### src/rtl/mem_port_arbiter.sv
// mem_port_arbiter: shares the single memory port between fetch (I) and data (D) with data priority and bounded fetch starvation
//   clk, rst_n          : clock, asynchronous active-low reset
//   flush               : squashes in-flight and same-cycle fetch traffic
//   i_req/i_addr        : fetch read request; i_rdata/i_done/i_stall back to fetch
//   d_req/d_we/d_be/d_addr/d_wdata : data request; d_rdata/d_done/d_stall back to memory stage
//   m_req/m_we/m_be/m_addr/m_wdata : registered memory request; m_ack/m_rdata memory completion
module mem_port_arbiter #(
  parameter int STARVE_MAX = 4
) (
  input  logic        clk,
  input  logic        rst_n,
  input  logic        flush,
  input  logic        i_req,
  input  logic [31:0] i_addr,
  output logic [31:0] i_rdata,
  output logic        i_done,
  output logic        i_stall,
  input  logic        d_req,
  input  logic        d_we,
  input  logic [3:0]  d_be,
  input  logic [31:0] d_addr,
  input  logic [31:0] d_wdata,
  output logic [31:0] d_rdata,
  output logic        d_done,
  output logic        d_stall,
  output logic        m_req,
  output logic        m_we,
  output logic [3:0]  m_be,
  output logic [31:0] m_addr,
  output logic [31:0] m_wdata,
  input  logic        m_ack,
  input  logic [31:0] m_rdata
);
  typedef enum logic [1:0] {IDLE, BUSY_I, BUSY_D} state_e;
  state_e      state_q, state_d;
  logic        m_req_q, m_req_d, m_we_q, m_we_d;
  logic [3:0]  m_be_q, m_be_d, streak_q, streak_d;
  logic [31:0] m_addr_q, m_addr_d, m_wdata_q, m_wdata_d;
  logic [31:0] i_rdata_q, i_rdata_d, d_rdata_q, d_rdata_d;
  logic        i_done_q, i_done_d, d_done_q, d_done_d, drop_q, drop_d;
  logic        i_ok, gnt_d, gnt_i, starved;
  assign i_ok    = i_req & ~flush;
  assign starved = i_ok & (streak_q == 4'(STARVE_MAX));
  assign gnt_d   = (state_q == IDLE) & d_req & ~starved;
  assign gnt_i   = (state_q == IDLE) & ~gnt_d & i_ok;
  always_ff @(posedge clk or negedge rst_n) begin
    if (!rst_n) begin
      state_q   <= IDLE;
      m_req_q   <= 1'b0;
      m_we_q    <= 1'b0;
      m_be_q    <= '0;
      m_addr_q  <= '0;
      m_wdata_q <= '0;
      i_rdata_q <= '0;
      d_rdata_q <= '0;
      i_done_q  <= 1'b0;
      d_done_q  <= 1'b0;
      streak_q  <= '0;
      drop_q    <= 1'b0;
    end else begin
      state_q   <= state_d;
      m_req_q   <= m_req_d;
      m_we_q    <= m_we_d;
      m_be_q    <= m_be_d;
      m_addr_q  <= m_addr_d;
      m_wdata_q <= m_wdata_d;
      i_rdata_q <= i_rdata_d;
      d_rdata_q <= d_rdata_d;
      i_done_q  <= i_done_d;
      d_done_q  <= d_done_d;
      streak_q  <= streak_d;
      drop_q    <= drop_d;
    end
  end
  always_comb begin
    state_d   = state_q;
    m_req_d   = m_req_q;
    m_we_d    = m_we_q;
    m_be_d    = m_be_q;
    m_addr_d  = m_addr_q;
    m_wdata_d = m_wdata_q;
    i_rdata_d = i_rdata_q;
    d_rdata_d = d_rdata_q;
    i_done_d  = 1'b0;
    d_done_d  = 1'b0;
    streak_d  = streak_q;
    drop_d    = drop_q;
    if (gnt_d) begin
      state_d   = BUSY_D;
      m_req_d   = 1'b1;
      m_we_d    = d_we;
      m_be_d    = d_be;
      m_addr_d  = d_addr;
      m_wdata_d = d_wdata;
      // count D wins only while fetch is actually waiting
      streak_d  = i_ok ? (streak_q == 4'(STARVE_MAX) ? streak_q : streak_q + 4'd1) : '0;
    end else if (gnt_i) begin
      state_d   = BUSY_I;
      m_req_d   = 1'b1;
      m_we_d    = 1'b0;
      m_be_d    = 4'hF;
      m_addr_d  = i_addr;
      m_wdata_d = '0;
      streak_d  = '0;
    end else if (state_q != IDLE && m_ack) begin
      state_d = IDLE;
      m_req_d = 1'b0;
      drop_d  = 1'b0;
      if (state_q == BUSY_D) begin
        d_rdata_d = m_rdata;
        d_done_d  = 1'b1;
      end else if (!(drop_q || flush)) begin
        i_rdata_d = m_rdata;
        i_done_d  = 1'b1;
      end
    end else if (state_q == BUSY_I && flush) begin
      // the memory access still has to finish; only its result is discarded
      drop_d = 1'b1;
    end
  end
  assign m_req   = m_req_q;
  assign m_we    = m_we_q;
  assign m_be    = m_be_q;
  assign m_addr  = m_addr_q;
  assign m_wdata = m_wdata_q;
  assign i_rdata = i_rdata_q;
  assign d_rdata = d_rdata_q;
  assign i_done  = i_done_q;
  assign d_done  = d_done_q;
  assign i_stall = i_req & ~i_done_q;
  assign d_stall = d_req & ~d_done_q;
endmodule

### config.mk
export PLATFORM = sky130hd
export DESIGN_NAME = mem_port_arbiter
export DESIGN_NICKNAME = d
export VERILOG_FILES = /design/src/rtl/mem_port_arbiter.sv
export SDC_FILE = /design/constraint.sdc
export NUM_CORES = 1
export LEC_CHECK = 0
export ABC_CLOCK_PERIOD_IN_PS = 1900
export CAP_MARGIN = 10
export CORE_MARGIN = 2
export CORE_UTILIZATION = 35
export CTS_BUF_LIST = sky130_fd_sc_hd__clkbuf_4
export DETAILED_ROUTE_END_ITERATION = 10
export DONT_BUFFER_PORTS = 1
export PLACE_DENSITY_LB_ADDON = 0.05
export SYNTH_ARGS = -nofsm -noshare
export SYNTH_HDL_FRONTEND = slang
export SYNTH_SLANG_ARGS = --single-unit
### constraint.sdc
create_clock -name clk -period 1.9 [get_ports clk]
set_input_delay 0.38 -clock clk [delete_from_list [all_inputs] [get_ports clk]]
set_output_delay 0.38 -clock clk [all_outputs]
set_load 0.1 [all_outputs]
== After elaboration in Yosys (flattened, before gate mapping) ==
Index checks and enable logic that the tools add are counted.
W data, S select, Z words.
Word-level totals
  latch bits: 0
  RAM bits: 0
  memories kept: 0
  bits of input ports: 139
  register bits: 143
  memory bits (read-only): 0
  output and inout bits: 138
Cells by class
  reductions and logical operators: 12
  eq/ne operators: 4
  add/sub/neg operators: 1
  mux-type cells: 29
  multiply operators: 0
  $lt $le $gt $ge: 0
  div/mod/pow operators: 0
  bitwise operators: 16
  shift operators: 0
Operators with widths (count)
  $mux W32: 4
  $mux W4: 6
  $mux W1: 16
  $and A1 B1 Y1: 8
  $not A1 Y1: 8
  $mux W2: 3
  $reduce_bool A2 Y1: 3
  $reduce_and A5 Y1: 1
  $add A4 B1 Y4 const B: 1
  $eq A4 B3 Y1 const B: 1
  $reduce_and A4 Y1: 1
  $ne A3 B3 Y1 const B: 1
  $reduce_and A3 Y1: 1
  $reduce_bool A3 Y1: 1
  $eq A2 B1 Y1 const B: 1
  $eq A2 B2 Y1 const B: 1
  $logic_and A1 B1 Y1: 2
  $logic_not A2 Y1: 1
  $reduce_and A2 Y1: 1
  $logic_or A1 B1 Y1: 1

== Depth between registers and ports, before layout ==
  depth after elaboration: 10
  depth in mapped cells: 8
  gate-level depth less buffers: 6

== Least setup slack after synthesis ==
No wires, ideal clock.
  kind: register to output
  start: reg d_done_q (netlist: d_done)
  end: out d_stall
  arrival time: 2.211 ns
  data required time: 1.520 ns
  cell stages (with the launch flop): 2
  path buffers: 0
  path slack: -0.691 ns
  path through: dfrtp_1 nor2b_1
Between the ends
  longest elaborated chain between the ends: 2
Ends and longest elaborated chain
  from (decl): line 40  | logic i_done_q, i_done_d, d_done_q, d_done_d, drop_q, drop_d;
  from (signal assigned): line 70  | d_done_q <= d_done_d;
  $not A1 Y1: line 131  | assign d_stall = d_req & ~d_done_q;
  $and A1 B1 Y1: line 131
  to (decl): line 25  | output logic d_stall,
Every way passes these cells.

== Worst setup path after layout ==
  start: reg streak_q[1]
  end: reg m_addr_q[26] (netlist: m_addr[26])
Between the ends
  longest elaborated chain between the ends: 8
Ends and longest elaborated chain
  from (decl): line 37  | logic [3:0] m_be_q, m_be_d, streak_q, streak_d;
  from (signal assigned): line 71  | streak_q <= streak_d;
  $eq A4 B3 Y1 (*): line 43  | assign starved = i_ok & (streak_q == 4'(STARVE_MAX));
  $and A1 B1 Y1 (*): line 43
  $not A1 Y1 (*): line 44  | assign gnt_d = (state_q == IDLE) & d_req & ~starved;
  $and A1 B1 Y1 (*): line 44
  $not A1 Y1 (no source line)
  $and A1 B1 Y1 (2 in series): line 45  | assign gnt_i = (state_q == IDLE) & ~gnt_d & i_ok;
  $reduce_bool A2 Y1 (no source line)
  to (signal assigned): line 65  | m_addr_q <= m_addr_d;
  to (decl): line 38  | logic [31:0] m_addr_q, m_addr_d, m_wdata_q, m_wdata_d;
Mark *: on every way between the ends. The rest lies on a longest branch, timed or not.
A chain may end at the register's enable or synchronous reset.

==> impl_results.md <==
- Sink Count: roughly 140
- Initial antenna violation count: 1
- Min Hold Slack: -0.452 ns
- Iter 0 DRT Violations: 212
- Wire per inst: ~16 um
- Starting Density: a little over a third
- Die Y: roughly 130 um
- Register bit total from synthesis: between 100 and 150
- RSZ-0062 raised after global routing: true
- Kind of critical path: reg -> reg
- CP Launch Type: flop
- CTS tree: done
- Post-DP HPWL: 10500 um
- Worst-Skew Late Latency: about 0.52 ns
- Buf/Inv on CP: 2
- Core Region: 0.0165 mm^2
- Synth-to-layout area growth: 45.6%
- Endpoints failing setup: 0
- TNS Setup: 0 ns
- Post-Syn Area: 0.00585 mm^2
- Post-Route WL: ~17000 um
- Syn Nets: 729
- Maximum clock path buffer count: 2
- Final setup skew: roughly 0.022 ns
- Postcts setup bufs: 0
- Delay-heaviest family, CP: flip-flops
- Final GP Congestion: 0.780
- Failing checks: hold timing
- Worst Tran Pin Value: 0.537 ns
- Via Count: 4931
- First-pass GRT wire length: 26400 um
- DR vias/cell: 4.69
- Critical path endpoint category: flop
- Final #Nets: between 900 and 1k
- Worst-path maximum fanout: roughly 90
- CTS buffer count: 17
- Syn. warnings: 0
- Worst min path class: in -> async
- Largest net degree at the start of global routing: approximately 140
- Chip width: roughly 130 um
- CTS root buffer: clkbuf_4
- All-Layer GR Usage: about a fifth
- H-tree levels: 4
- Max cap viols: 0
- Max_slew headroom: 64.2%
- Layout cells sized above 1: 25.9%
- Most frequent cells in the layout: 166 x nand2_1, 135 x dlygate4sd3_1, 111 x dfrtp_1, 111 x buf_4, 40 x nor2_1
- Die area: around 0.018 mm^2
- Avg Inst Size Synth: approximately 10 um^2
- Final min period: 1.81 ns
- Ports: 277
- Post-route DRC: 0
- Max-slew violations: 0
- Row count: 47
- Critical Path AT: about 2.3 ns
- Congestion Overflow GR: 0
- Maximum clock frequency: between 500 and 600 MHz
- Number of I/O port buffers: 0
- Crit-path max cell delay: 0.44 ns
- Synth cell types: 30
- Clock transition at path regs: 0.11 ns
- Seq/Total Area, Yosys: between 60% and 70%
- Final ANT Viol Nets: 0
- Final Cycle Share: ~95%
- CP max-delay cell: dfrtp_1
- Post-CTS Hold Fix Bufs: roughly 140
- Outcome: finished, violations left
- Most common cell after layout, fill and taps aside: nand2_1
- Worst Path Required: ~2.3 ns
- Pre-Repair DR Iteration Count: 5
- Vias in the first global route: ~5.2k
- Final Hold Fails: between 100 and 150
- Post-Syn Instances: approximately 590
- Worst-path cell chain: inv_1 -> ha_2 -> nand3b_1 -> o211ai_4 -> buf_12 -> nor2_1 -> a31oi_1
[final cells by class]
| cell class | instances | area, um^2 |
|---|---|---|
| fillers | 1491 | 7940 |
| flip-flops and latches | 143 | 3620 |
| repair buffers | 251 | 2280 |
| multi-input cells | 371 | 1960 |
| well taps | 220 | 275 |
| clock buffers | 20 | 150 |
| inverters | 38 | 143 |
| clock inverters | 8 | 95.1 |
| diodes | 1 | 2.50 |
[cells by family after synthesis]
| kind of cell | count (synthesis) | synth area share, % |
|---|---|---|
| flip-flops | 143 | 61.1 |
| AO/OA/AOI/OAI | 82 | 8.25 |
| buffers and inverters | 74 | 6.09 |
| AND/OR/NAND/NOR | 255 | 18.0 |
| adder cells (fa/ha/maj) | 2 | 0.427 |
| multiplexers | 32 | 6.16 |
[flip-flops by register name (all words and copies together), names as in the netlist]
name	flops
d_rdata	32
i_rdata	32
m_addr	32
m_wdata	32
m_be	4
streak_q	4
state_q	2
d_done	1
drop_q	1
i_done	1
m_req	1
m_we	1
[path summary, 6_finish.rpt]
| check | startpoint | endpoint | slack (ns) | depth (start not counted) |
|---|---|---|---|---|
| worst max-delay path | streak_q[1] | m_addr[26] | 0.09 | 7 |
| worst min-delay path | rst_n | m_wdata[25] | -0.45 | 0 |
| worst max register to register | streak_q[1] | m_addr[26] | 0.09 | 7 |
| worst min register to register | m_wdata[7] | m_wdata[7] | 0.52 | 2 |
| max in group asynchronous | rst_n | i_rdata[25] | 2.17 | 0 |
| min in group clk | d_addr[4] | m_addr[4] | 0.07 | 2 |
[repair_timing]
item / CTS / global route
cloned: 0 / 0
gates resized for setup: 32 / 1
endpoints found under the hold margin: 283 / 143
setup endpoints to repair: 32 / 7
pin swaps: 0 / 1
[through the flow]
step	utilization [%]	std cells	setup slack (ns)	area, um^2
finish	51.8	1052	0.0925	8530
global route	51.8	1052	-0.0347	8530
CTS	51.7	1051	0.107	8520
detailed placement	41.8	888	0.133	6880
global placement	41.8	888	0.242	6880
floorplan	-	588	0.125	5870
[layer usage]
metal	track usage [%]	vias up	wire length, um
li1	-	2383	-
met1	21.4	2308	6510
met2	32.4	218	8240
met3	6.96	22	1550
met4	7.09	0	279
met5	0	-	0
[synthesized netlist by cell type]
cell type / n / area (um^2)
clkbuf_1: 9 / 33.8
nand3b_1: 2 / 15.0
nand2b_1: 3 / 18.8
a21boi_0: 1 / 7.51
o22ai_1: 1 / 6.26
buf_4: 8 / 60.1
o21ai_0: 31 / 155
nand3_1: 35 / 175
mux2_2: 32 / 360
buf_2: 15 / 75.1
dfrtp_1: 143 / 3580
o2bb2ai_1: 1 / 8.76
a21oi_1: 4 / 20.0
nor2b_1: 3 / 18.8
nand2_1: 167 / 627
o41ai_2: 1 / 16.3
o21ai_1: 8 / 40.0
nor2_2: 1 / 6.26
o211ai_2: 1 / 12.5
nor4b_2: 1 / 15.0
a31oi_1: 32 / 200
nand4_1: 1 / 6.26
inv_1: 38 / 143
o22a_1: 1 / 8.76
o21bai_1: 1 / 7.51
nor2_1: 40 / 150
buf_6: 4 / 45.0
ha_1: 2 / 25.0
and3_1: 1 / 6.26
and4bb_1: 1 / 12.5
Power is not shown: default switching activity piles up to over one toggle a cycle in this logic, so the estimate is an artifact.
